==> config.mk <==
export PLATFORM = sky130hd
export DESIGN_NAME = rx_5b4b_deframer
export DESIGN_NICKNAME = d
export VERILOG_FILES = /design/src/rtl/rx_5b4b_deframer.sv
export SDC_FILE = /design/constraint.sdc
export NUM_CORES = 1
export LEC_CHECK = 0
export ABC_CLOCK_PERIOD_IN_PS = 2650
export CELL_PAD_IN_SITES_DETAIL_PLACEMENT = 1
export CELL_PAD_IN_SITES_GLOBAL_PLACEMENT = 2
export CORE_ASPECT_RATIO = 1.2
export CORE_MARGIN = 2
export CORE_UTILIZATION = 32
export DETAILED_ROUTE_END_ITERATION = 8
export GPL_TIMING_DRIVEN = 0
export HOLD_SLACK_MARGIN = 0.06
export PLACE_DENSITY = 0.74
export SLEW_MARGIN = 10
export SYNTH_ARGS = -nofsm -noshare
export SYNTH_HDL_FRONTEND = slang
export SYNTH_SLANG_ARGS = --single-unit
==> constraint.sdc <==
create_clock -name clk -period 2.65 [get_ports clk]
set_input_delay 0.265 -clock clk [delete_from_list [all_inputs] [get_ports clk]]
set_output_delay 0.265 -clock clk [all_outputs]
set_load 0.02 [all_outputs]
==> src/rtl/rx_5b4b_deframer.sv <==
// 5B/4B receive deframer: J/K alignment, symbol-pair decode, word assembly, sof/eof framing,
// length and idle-timeout checks. Define RX_CRC_EN to add a CRC-16/CCITT-FALSE residue check.
module rx_5b4b_deframer #(
  parameter int NIB_PER_WORD = 2,
  parameter int MAX_LEN      = 256,
  parameter int TO_CYC       = 64,
  localparam int DATA_W      = 4 * NIB_PER_WORD,
  localparam int CNT_W       = $clog2(MAX_LEN + 1)
) (
  input  logic              clk,
  input  logic              reset,
  input  logic              bit_in,
  input  logic              bit_vld,
  input  logic              rx_en,
  output logic              lock,
  output logic              frame,
  output logic [DATA_W-1:0] data_o,
  output logic              data_vld,
  output logic              sof,
  output logic              eof,
  output logic              err,
  output logic [2:0]        err_code,
  output logic [CNT_W-1:0]  word_cnt
);
  localparam int NIB_W = (NIB_PER_WORD > 2) ? $clog2(NIB_PER_WORD) : 1;
  localparam int TO_W  = $clog2(TO_CYC + 1);

  localparam logic [9:0] SYM_JK = 10'b11000_10001;
  localparam logic [9:0] SYM_TT = 10'b01101_01101;
  localparam logic [4:0] SYM_I  = 5'b11111;

  typedef enum logic {S_IDLE, S_RECV} state_t;
  typedef enum logic [2:0] {
    E_NONE = 3'd0, E_SYM = 3'd1, E_JK  = 3'd2, E_IDLE = 3'd3,
    E_LEN  = 3'd4, E_TT  = 3'd5, E_TO  = 3'd6, E_CRC  = 3'd7
  } err_t;

  // Returns {valid, nibble} for a 5-bit data symbol.
  function automatic logic [4:0] dec5(input logic [4:0] s);
    case (s)
      5'b11110: return 5'h10;  5'b01001: return 5'h11;
      5'b10100: return 5'h12;  5'b10101: return 5'h13;
      5'b01010: return 5'h14;  5'b01011: return 5'h15;
      5'b01110: return 5'h16;  5'b01111: return 5'h17;
      5'b10010: return 5'h18;  5'b10011: return 5'h19;
      5'b10110: return 5'h1A;  5'b10111: return 5'h1B;
      5'b11010: return 5'h1C;  5'b11011: return 5'h1D;
      5'b11100: return 5'h1E;  5'b11101: return 5'h1F;
      default:  return 5'h00;
    endcase
  endfunction

  state_t             state, state_n;
  logic [9:0]         sr, sr_n;
  logic [3:0]         bit_cnt, bit_cnt_n;
  logic [NIB_W-1:0]   nib_idx, nib_idx_n;
  logic [DATA_W-1:0]  acc, acc_n, word_asm;
  logic [TO_W-1:0]    to_cnt, to_cnt_n;
  logic               lock_n, frame_n, data_vld_n, sof_n, eof_n, err_n;
  logic [DATA_W-1:0]  data_o_n;
  err_t               err_code_q, err_code_n;
  logic [CNT_W-1:0]   word_cnt_n;
  logic [4:0]         hi_dec, lo_dec;
  logic               start, go_idle, raise;
  err_t               code;
`ifdef RX_CRC_EN
  logic [15:0]        crc, crc_n;

  function automatic logic [15:0] crc_upd(input logic [15:0] c, input logic [DATA_W-1:0] d);
    logic [15:0] r;
    r = c;
    for (int i = DATA_W - 1; i >= 0; i--)
      r = (r[15] ^ d[i]) ? ({r[14:0], 1'b0} ^ 16'h1021) : {r[14:0], 1'b0};
    return r;
  endfunction
`endif

  assign err_code = err_code_q;

  always_comb begin
    // NOTE: every variable gets a default before any branch so no latch is inferred.
    state_n    = state;
    sr_n       = bit_vld ? {sr[8:0], bit_in} : sr;
    bit_cnt_n  = bit_cnt;
    nib_idx_n  = nib_idx;
    acc_n      = acc;
    to_cnt_n   = to_cnt;
    lock_n     = lock;
    frame_n    = frame;
    data_o_n   = data_o;
    data_vld_n = 1'b0;
    sof_n      = 1'b0;
    eof_n      = 1'b0;
    err_n      = 1'b0;
    err_code_n = err_code_q;
    word_cnt_n = word_cnt;
    start      = 1'b0;
    go_idle    = 1'b0;
    raise      = 1'b0;
    code       = E_NONE;
    hi_dec     = dec5(sr_n[9:5]);
    lo_dec     = dec5(sr_n[4:0]);
    word_asm   = DATA_W'(acc << 8) | DATA_W'({hi_dec[3:0], lo_dec[3:0]});
`ifdef RX_CRC_EN
    crc_n      = crc;
`endif

    if (!rx_en) begin
      go_idle = 1'b1;
    end else begin
      case (state)
        S_IDLE: if (bit_vld && sr_n == SYM_JK) start = 1'b1;
        S_RECV: begin
          if (bit_vld) begin
            to_cnt_n  = '0;
            bit_cnt_n = bit_cnt + 4'd1;
            if (bit_cnt == 4'd9) begin
              bit_cnt_n = '0;
              if (sr_n == SYM_TT) begin
                go_idle = 1'b1;
                if (nib_idx != '0) begin
                  raise = 1'b1;
                  code  = E_TT;
                end else begin
                  eof_n = 1'b1;
`ifdef RX_CRC_EN
                  // An empty frame carries no CRC bytes, so only non-empty frames are checked.
                  if (word_cnt != '0 && crc != 16'h0000) begin
                    raise = 1'b1;
                    code  = E_CRC;
                  end
`endif
                end
              end else if (sr_n == SYM_JK) begin
                raise = 1'b1;
                code  = E_JK;
                start = 1'b1;
              end else if (sr_n[9:5] == SYM_I || sr_n[4:0] == SYM_I) begin
                raise   = 1'b1;
                code    = E_IDLE;
                go_idle = 1'b1;
              end else if (!hi_dec[4] || !lo_dec[4]) begin
                raise   = 1'b1;
                code    = E_SYM;
                go_idle = 1'b1;
              end else begin
                acc_n = word_asm;
                if (nib_idx == NIB_W'(NIB_PER_WORD - 2)) begin
                  nib_idx_n = '0;
                  if (word_cnt == CNT_W'(MAX_LEN)) begin
                    raise   = 1'b1;
                    code    = E_LEN;
                    go_idle = 1'b1;
                  end else begin
                    data_vld_n = 1'b1;
                    data_o_n   = word_asm;
                    sof_n      = (word_cnt == '0);
                    word_cnt_n = word_cnt + CNT_W'(1);
`ifdef RX_CRC_EN
                    crc_n      = crc_upd(crc, word_asm);
`endif
                  end
                end else begin
                  nib_idx_n = nib_idx + NIB_W'(2);
                end
              end
            end
          end else if (to_cnt == TO_W'(TO_CYC - 1)) begin
            raise   = 1'b1;
            code    = E_TO;
            go_idle = 1'b1;
          end else begin
            to_cnt_n = to_cnt + TO_W'(1);
          end
        end
        default: go_idle = 1'b1;
      endcase
    end

    // A restart clears the frame counters but keeps the error raised by the same pair.
    if (start) begin
      state_n    = S_RECV;
      lock_n     = 1'b1;
      frame_n    = 1'b1;
      word_cnt_n = '0;
      err_code_n = E_NONE;
      bit_cnt_n  = '0;
      nib_idx_n  = '0;
      to_cnt_n   = '0;
`ifdef RX_CRC_EN
      crc_n      = 16'hFFFF;
`endif
    end
    if (raise) begin
      err_n      = 1'b1;
      err_code_n = code;
    end
    if (go_idle) begin
      state_n = S_IDLE;
      lock_n  = 1'b0;
      frame_n = 1'b0;
    end
  end

  // NOTE: sequential state uses non-blocking assignments only.
  always_ff @(posedge clk or posedge reset) begin
    if (reset) begin
      state      <= S_IDLE;
      sr         <= 10'h3FF;
      bit_cnt    <= '0;
      nib_idx    <= '0;
      acc        <= '0;
      to_cnt     <= '0;
      lock       <= 1'b0;
      frame      <= 1'b0;
      data_o     <= '0;
      data_vld   <= 1'b0;
      sof        <= 1'b0;
      eof        <= 1'b0;
      err        <= 1'b0;
      err_code_q <= E_NONE;
      word_cnt   <= '0;
`ifdef RX_CRC_EN
      crc        <= 16'hFFFF;
`endif
    end else begin
      state      <= state_n;
      sr         <= sr_n;
      bit_cnt    <= bit_cnt_n;
      nib_idx    <= nib_idx_n;
      acc        <= acc_n;
      to_cnt     <= to_cnt_n;
      lock       <= lock_n;
      frame      <= frame_n;
      data_o     <= data_o_n;
      data_vld   <= data_vld_n;
      sof        <= sof_n;
      eof        <= eof_n;
      err        <= err_n;
      err_code_q <= err_code_n;
      word_cnt   <= word_cnt_n;
`ifdef RX_CRC_EN
      crc        <= crc_n;
`endif
    end
  end
endmodule

==> impl_metrics.ini, run 1 <==
[place]
dp_hpwl_um = 5850
gp_congestion = 0.765
pre_cts_slack_ns = -1.27
post_dp_cell_area_um2 = 3370
io_buffer_count = 30

[yosys]
ys_warn_count = 0
synth_edf_count = 0
yosysSeqAreaShare_pct = 40.2
dominantRegCellSynth = dfrtp_1
ys_types = 62
yosys.area.top_type_share_pct = 31.1
syn_nets = 335
syn-cell-area_um2 = 2900
avgSynthCellArea_um2 = 9.08
synth_cells = 319
synthArstFlopShare_pct = 100
ys_ff_latch = 46
yosysTopAreaCell = dfrtp_1
yosys-top-cells-area = dfrtp_1 (31%), dfstp_2 (9.1%), nand2_1 (5.3%)

[clock_tree]
cts_sinks = 46
cts-root-buf = clkbuf_8
ctsHtreeMaxLevel = 2
clk-insertion-delay-late_ns = 0.30
clk_path_buf_depth = 2
numCtsBuffers = 5
cts.clk_slew.worst_paths_ns = 0.09
cts_tree = built

[cells_and_area]
mostFrequentLayoutCell = nand2_1
stdcell_area_um2 = 3660
n_antenna_cell = 0
drive_gt1_share_pct = 21.0
finish.utilization_pct = 40.9
seqCellArea_um2 = 1160
multi_input_area_um2 = 1630
nFillCells = 1100
mostFrequentLayoutCells = nand2_1 (39), dfrtp_1 (36), clkdlybuf4s50_1 (29)
area_growth_pct = 26.3
final_nets = 381

[timing]
drv_slew = 0
rsz0062_at_grt = yes
fin_crit_sh_pct = 96.8
finalWorstSetupSlack_ns = 0.0857
hold_viol = 0
fin_setup_tns_ns = 0
fin_crit_ns = 2.56
finClkSkew_ns = 0.00851
setup-violations-final = 0
tightest_slew_ns = 0.653
maxSlewHeadroom_pct = 56.1
max_freq_ghz = 0.390

[worst_setup_path]
endpoint_kind = register
worstPathRequired_ns = 2.89
critical_path_class = reg2reg
critPathArrivalTime_ns = 2.80
cp_max_fo = 6
worst_r2r_path_depth = 11
startpoint_type = register

[job]
cap_violations = 0

[detailed_routing]
drt-total-wl_um = 8090
drt_iter0_drc = 53
via_per_inst = 5.23
ant_nets = 0
num_vias = 2544
first_pass_iters = 4
wl_per_cell_um = 16.6
drt_drc_violations_left = 0

[global_routing]
grt_pass1_vias = 2645
grt_pass1_wl_um = 13700
grt_max_degree = 31
grt_use_total_pct = 17.6
overflow = 0
antenna_found_initial = 0

[worst_hold_path]
hp-class = in2async

[power_and_ir_drop]
vdd_ir_drop_max_mv = 0.256
p_per_area_nw_per_um2 = 458
p_leak_nw = 1.52

[floorplanning]
die_x_um = 90.8
die-height_um = 108
placementRows = 38
fp.coreArea_um2 = 8940
dieArea_um2 = 9830
start_util_pct = 32.4
io_pins = 31

[status]
status = complete, no violations
==> worst paths after layout <==
path / start / to / slack [ns]
setup / recovery: sr[6] / word_cnt[5] / 0.09
hold reg to reg: data_o[7] / data_o[7] / 0.49
max in group asynchronous: reset / sr[9] / 1.82
min in group clk: data_o[7] / data_o[7] / 0.49
setup reg to reg: sr[6] / word_cnt[5] / 0.09
hold / removal: reset / to_cnt[2] / 0.26
==> critical path: stages, from the launching register on <==
cell	delay, ns
dfstp_2	0.54
buf_4	0.12
mux2i_4	0.07
buf_4	0.15
ha_4	0.16
nand2_1	0.06
nor4bb_1	0.04
buf_4	0.16
and4_2	0.29
or3_1	0.31
or4_1	0.52
nand3_1	0.09
==> per-stage QoR <==
stage	power (mW)	hold slack, ns	cells
after detailed placement	1.19	0.469	470
after floorplan	1.08	0.434	319
after global routing	1.78	0.281	486
after global placement	1.18	0.462	469
after CTS	1.68	0.268	485
final	1.68	0.255	486
==> layout make-up <==
type | count | share of cell area [%]
Buffer | 14 | 3.49
Clock buffer | 6 | 1.98
Clock inverter | 2 | 0.376
Inverter | 21 | 2.16
Multi-Input combinational cell | 233 | 44.6
Sequential cell | 46 | 31.8
Tap cell | 120 | 4.11
Timing Repair Buffer | 44 | 11.5
==> logic make-up (layout without fill, tap and decap cells) <==
| group | Yosys count | after routing | synth area share [%] |
|---|---|---|---|
| simple gates | 126 | 126 | 23.5 |
| xor+xnor | 3 | 3 | 0.908 |
| flops | 46 | 46 | 40.2 |
| mux | 12 | 12 | 4.84 |
| compound gates | 81 | 81 | 19.0 |
| buf+inv | 40 | 87 | 6.83 |
| fa+ha+maj | 11 | 11 | 4.75 |
==> sequential cells by signal (all words and copies together), names as in the netlist <==
| register | flops |
|---|---|
| data_vld | 1 |
| eof | 1 |
| word_cnt | 9 |
| sr | 10 |
| err | 1 |
| to_cnt | 7 |
| err_code | 3 |
| bit_cnt | 4 |
| sof | 1 |
| data_o | 8 |
| state | 1 |
==> routing by layer <==
metal / routed length [µm] / vias up / share of wire [%] / GRT usage [%]
li1: - / 1235 / - / -
met1: 3540 / 1270 / 44 / 21.5
met2: 4280 / 33 / 53 / 32.5
met3: 169 / 6 / 2.1 / 2.37
met4: 102 / 0 / 1.3 / 4.76
met5: 0 / - / 0 / 0
==> Yosys cell counts, types with 4 or more instances <==
cell type and instances:
mux2i_1 7, a21o_1 4, nor3_1 7, nand3_1 14, nand2_1 41, buf_2 11, nor4_1 4, dfstp_2 10
a31oi_1 4, inv_1 20, nor2_1 17, nand2b_1 8, ha_1 11, a21oi_1 15, buf_6 4, or3_1 4
o31ai_1 4, dfrtp_1 36, o21ai_0 21
==> power by group <==
group	switching [mW]	internal (mW)
registers	0.0339	0.753
clock network	0.251	0.187
logic	0.264	0.187
==> repair_timing <==
| action | 4_1_cts | 5_1_grt |
|---|---|---|
| gates resized for setup | 23 | 17 |
| hold buffers | 0 | 0 |
| pin swaps | 2 | 6 |
| setup buffers | 10 | 3 |
| endpoints found under the setup margin | 35 | 26 |
Note: power is estimated with default switching activity, not from simulation.
==> inputs of run 2 (changes only) <==
--- a/config.mk
+++ b/config.mk
@@ -9,7 +9,7 @@
 export CELL_PAD_IN_SITES_DETAIL_PLACEMENT = 1
 export CELL_PAD_IN_SITES_GLOBAL_PLACEMENT = 2
 export CORE_ASPECT_RATIO = 1.2
-export CORE_MARGIN = 2
+export CORE_MARGIN = 8
 export CORE_UTILIZATION = 32
 export DETAILED_ROUTE_END_ITERATION = 8
 export GPL_TIMING_DRIVEN = 0
==> impl_metrics.ini, run 2 (synthesized netlist as in run 1, its figures left out) <==
[timing]
finClkSkew_ns = 0.00860
finalWorstSetupSlack_ns = 0.0255
tightest_slew_ns = 0.581
fin_crit_sh_pct = 99.0
max_freq_ghz = 0.381
hold_viol = 0
holdWs_ns = 0.258
maxSlewHeadroom_pct = 60.9
fin_crit_ns = 2.62
drv_slew = 0
setup-violations-final = 0

[worst_hold_path]
hp-class = in2async

[cells_and_area]
n_antenna_cell = 0
nFillCells = 1075
drive_gt1_share_pct = 23.5
mostFrequentLayoutCell = nand2_1
largest_register_ffs = 10
regMostFlops = sr
area_growth_pct = 30.4
final_nets = 393
mostFrequentLayoutCells = nand2_1 (39), dfrtp_1 (36), clkdlybuf4s50_1 (29)
reg_top3 = sr: 10 flops, word_cnt: 9 flops, data_o: 8 flops

[worst_setup_path]
r2r_start = sr[5]
worstPathRequired_ns = 2.85
worst_r2r_path_depth = 12
r2r_slack_ns = 0.10
cp_max_fo = 12
critical_path_class = in2reg
startpoint_type = primary input
critPathLaunch = bit_vld
endpoint_kind = register
critPathArrivalTime_ns = 2.83
timing.rr.end = data_o[1]

[power_and_ir_drop]
p_per_area_nw_per_um2 = 454
vdd_ir_drop_max_mv = 0.305
p_leak_nw = 1.59

[global_routing]
grt_max_degree = 31
overflow = 0
grt_pass1_wl_um = 13400
antenna_found_initial = 0
grt_pass1_vias = 2607
grt_use_total_pct = 13.9

[detailed_routing]
via_per_inst = 5.07
drt-total-wl_um = 8160
first_pass_iters = 6
drt_drc_violations_left = 0
ant_nets = 0
wl_per_cell_um = 16.4
num_vias = 2525
drt_iter0_drc = 76

[floorplanning]
die_x_um = 103
fp.coreArea_um2 = 8940
io_pins = 31
die-height_um = 120
dieArea_um2 = 12400
start_util_pct = 32.4
placementRows = 38

[place]
gp_congestion = 0.758
pre_cts_slack_ns = -1.29
dp_hpwl_um = 5950
io_buffer_count = 30

[status]
status = complete, no violations

[clock_tree]
postCtsHoldBufs = 0
numCtsBuffers = 5
ctsHtreeMaxLevel = 2
cts_tree = built
cts.clk_slew.worst_paths_ns = 0.09
cts_sinks = 46
clk-insertion-delay-late_ns = 0.31
clk_path_buf_depth = 2
cts-root-buf = clkbuf_8

[job]
cap_violations = 0
[run 2: critical path: stages]
cell	delay (ns)
clkdlybuf4s15_2	0.23
buf_8	0.15
buf_12	0.14
mux2_4	0.31
inv_2	0.09
ha_4	0.16
nand2_1	0.06
nor4bb_1	0.29
buf_4	0.20
nor2_2	0.08
nand4bb_4	0.13
buf_8	0.12
buf_4	0.16
buf_4	0.12
mux2_2	0.31
[run 2: power breakdown]
| part | internal, mW | leakage [nW] | switching (mW) |
|---|---|---|---|
| registers | 0.753 | 0.597 | 0.0373 |
| clock network | 0.210 | 0.0472 | 0.251 |
| logic | 0.201 | 0.945 | 0.260 |
| total | 1.16 | 1.59 | 0.549 |
[run 2: through the flow]
stage | cells | area [µm²] | util (%) | setup TNS, ns | power (mW)
finish | 498 | 3780 | 42.2 | 0 | 1.71
global route | 498 | 3780 | 42.2 | -0.0258 | 1.82
CTS | 482 | 3580 | 40.1 | 0 | 1.69
detailed placement | 470 | 3370 | 37.7 | -34.78 | 1.19
global placement | 469 | 3350 | 37.4 | -33.21 | 1.18
floorplan | 319 | 2900 | - | 0 | 1.08
[run 2: worst max path at each step]
stage	to
floorplan	to_cnt[4]
global placement	data_o[3]
detailed placement	data_o[0]
CTS	to_cnt[4]
global route	to_cnt[4]
finish	data_o[1]
[run 2: area by class of cell]
type                            instances  area (µm²)  share of cell area [%]
Multi-Input combinational cell        233        1630                    43.1
Sequential cell                        46        1160                    30.8
Timing Repair Buffer                   56         526                    13.9
Tap cell                              120         150                    3.98
Buffer                                 14         136                    3.61
Clock buffer                            6        82.6                    2.19
Inverter                               21        78.8                    2.09
Clock inverter                          2        12.5                   0.331
[run 2: timing repair]
item | 4_1_cts | 5_1_grt
cloned | 0 | 0
pin swaps | 2 | 7
setup buffers | 7 | 18
gates resized for setup | 25 | 18
endpoints found under the setup margin | 35 | 21
[run 2: metal layers]
metal	share of wire [%]	up-vias	global-route usage, %
li1	-	1263	-
met1	45	1231	16.4
met2	51	24	24.3
met3	2.7	7	2.70
met4	1.3	0	4.81
met5	0	-	0
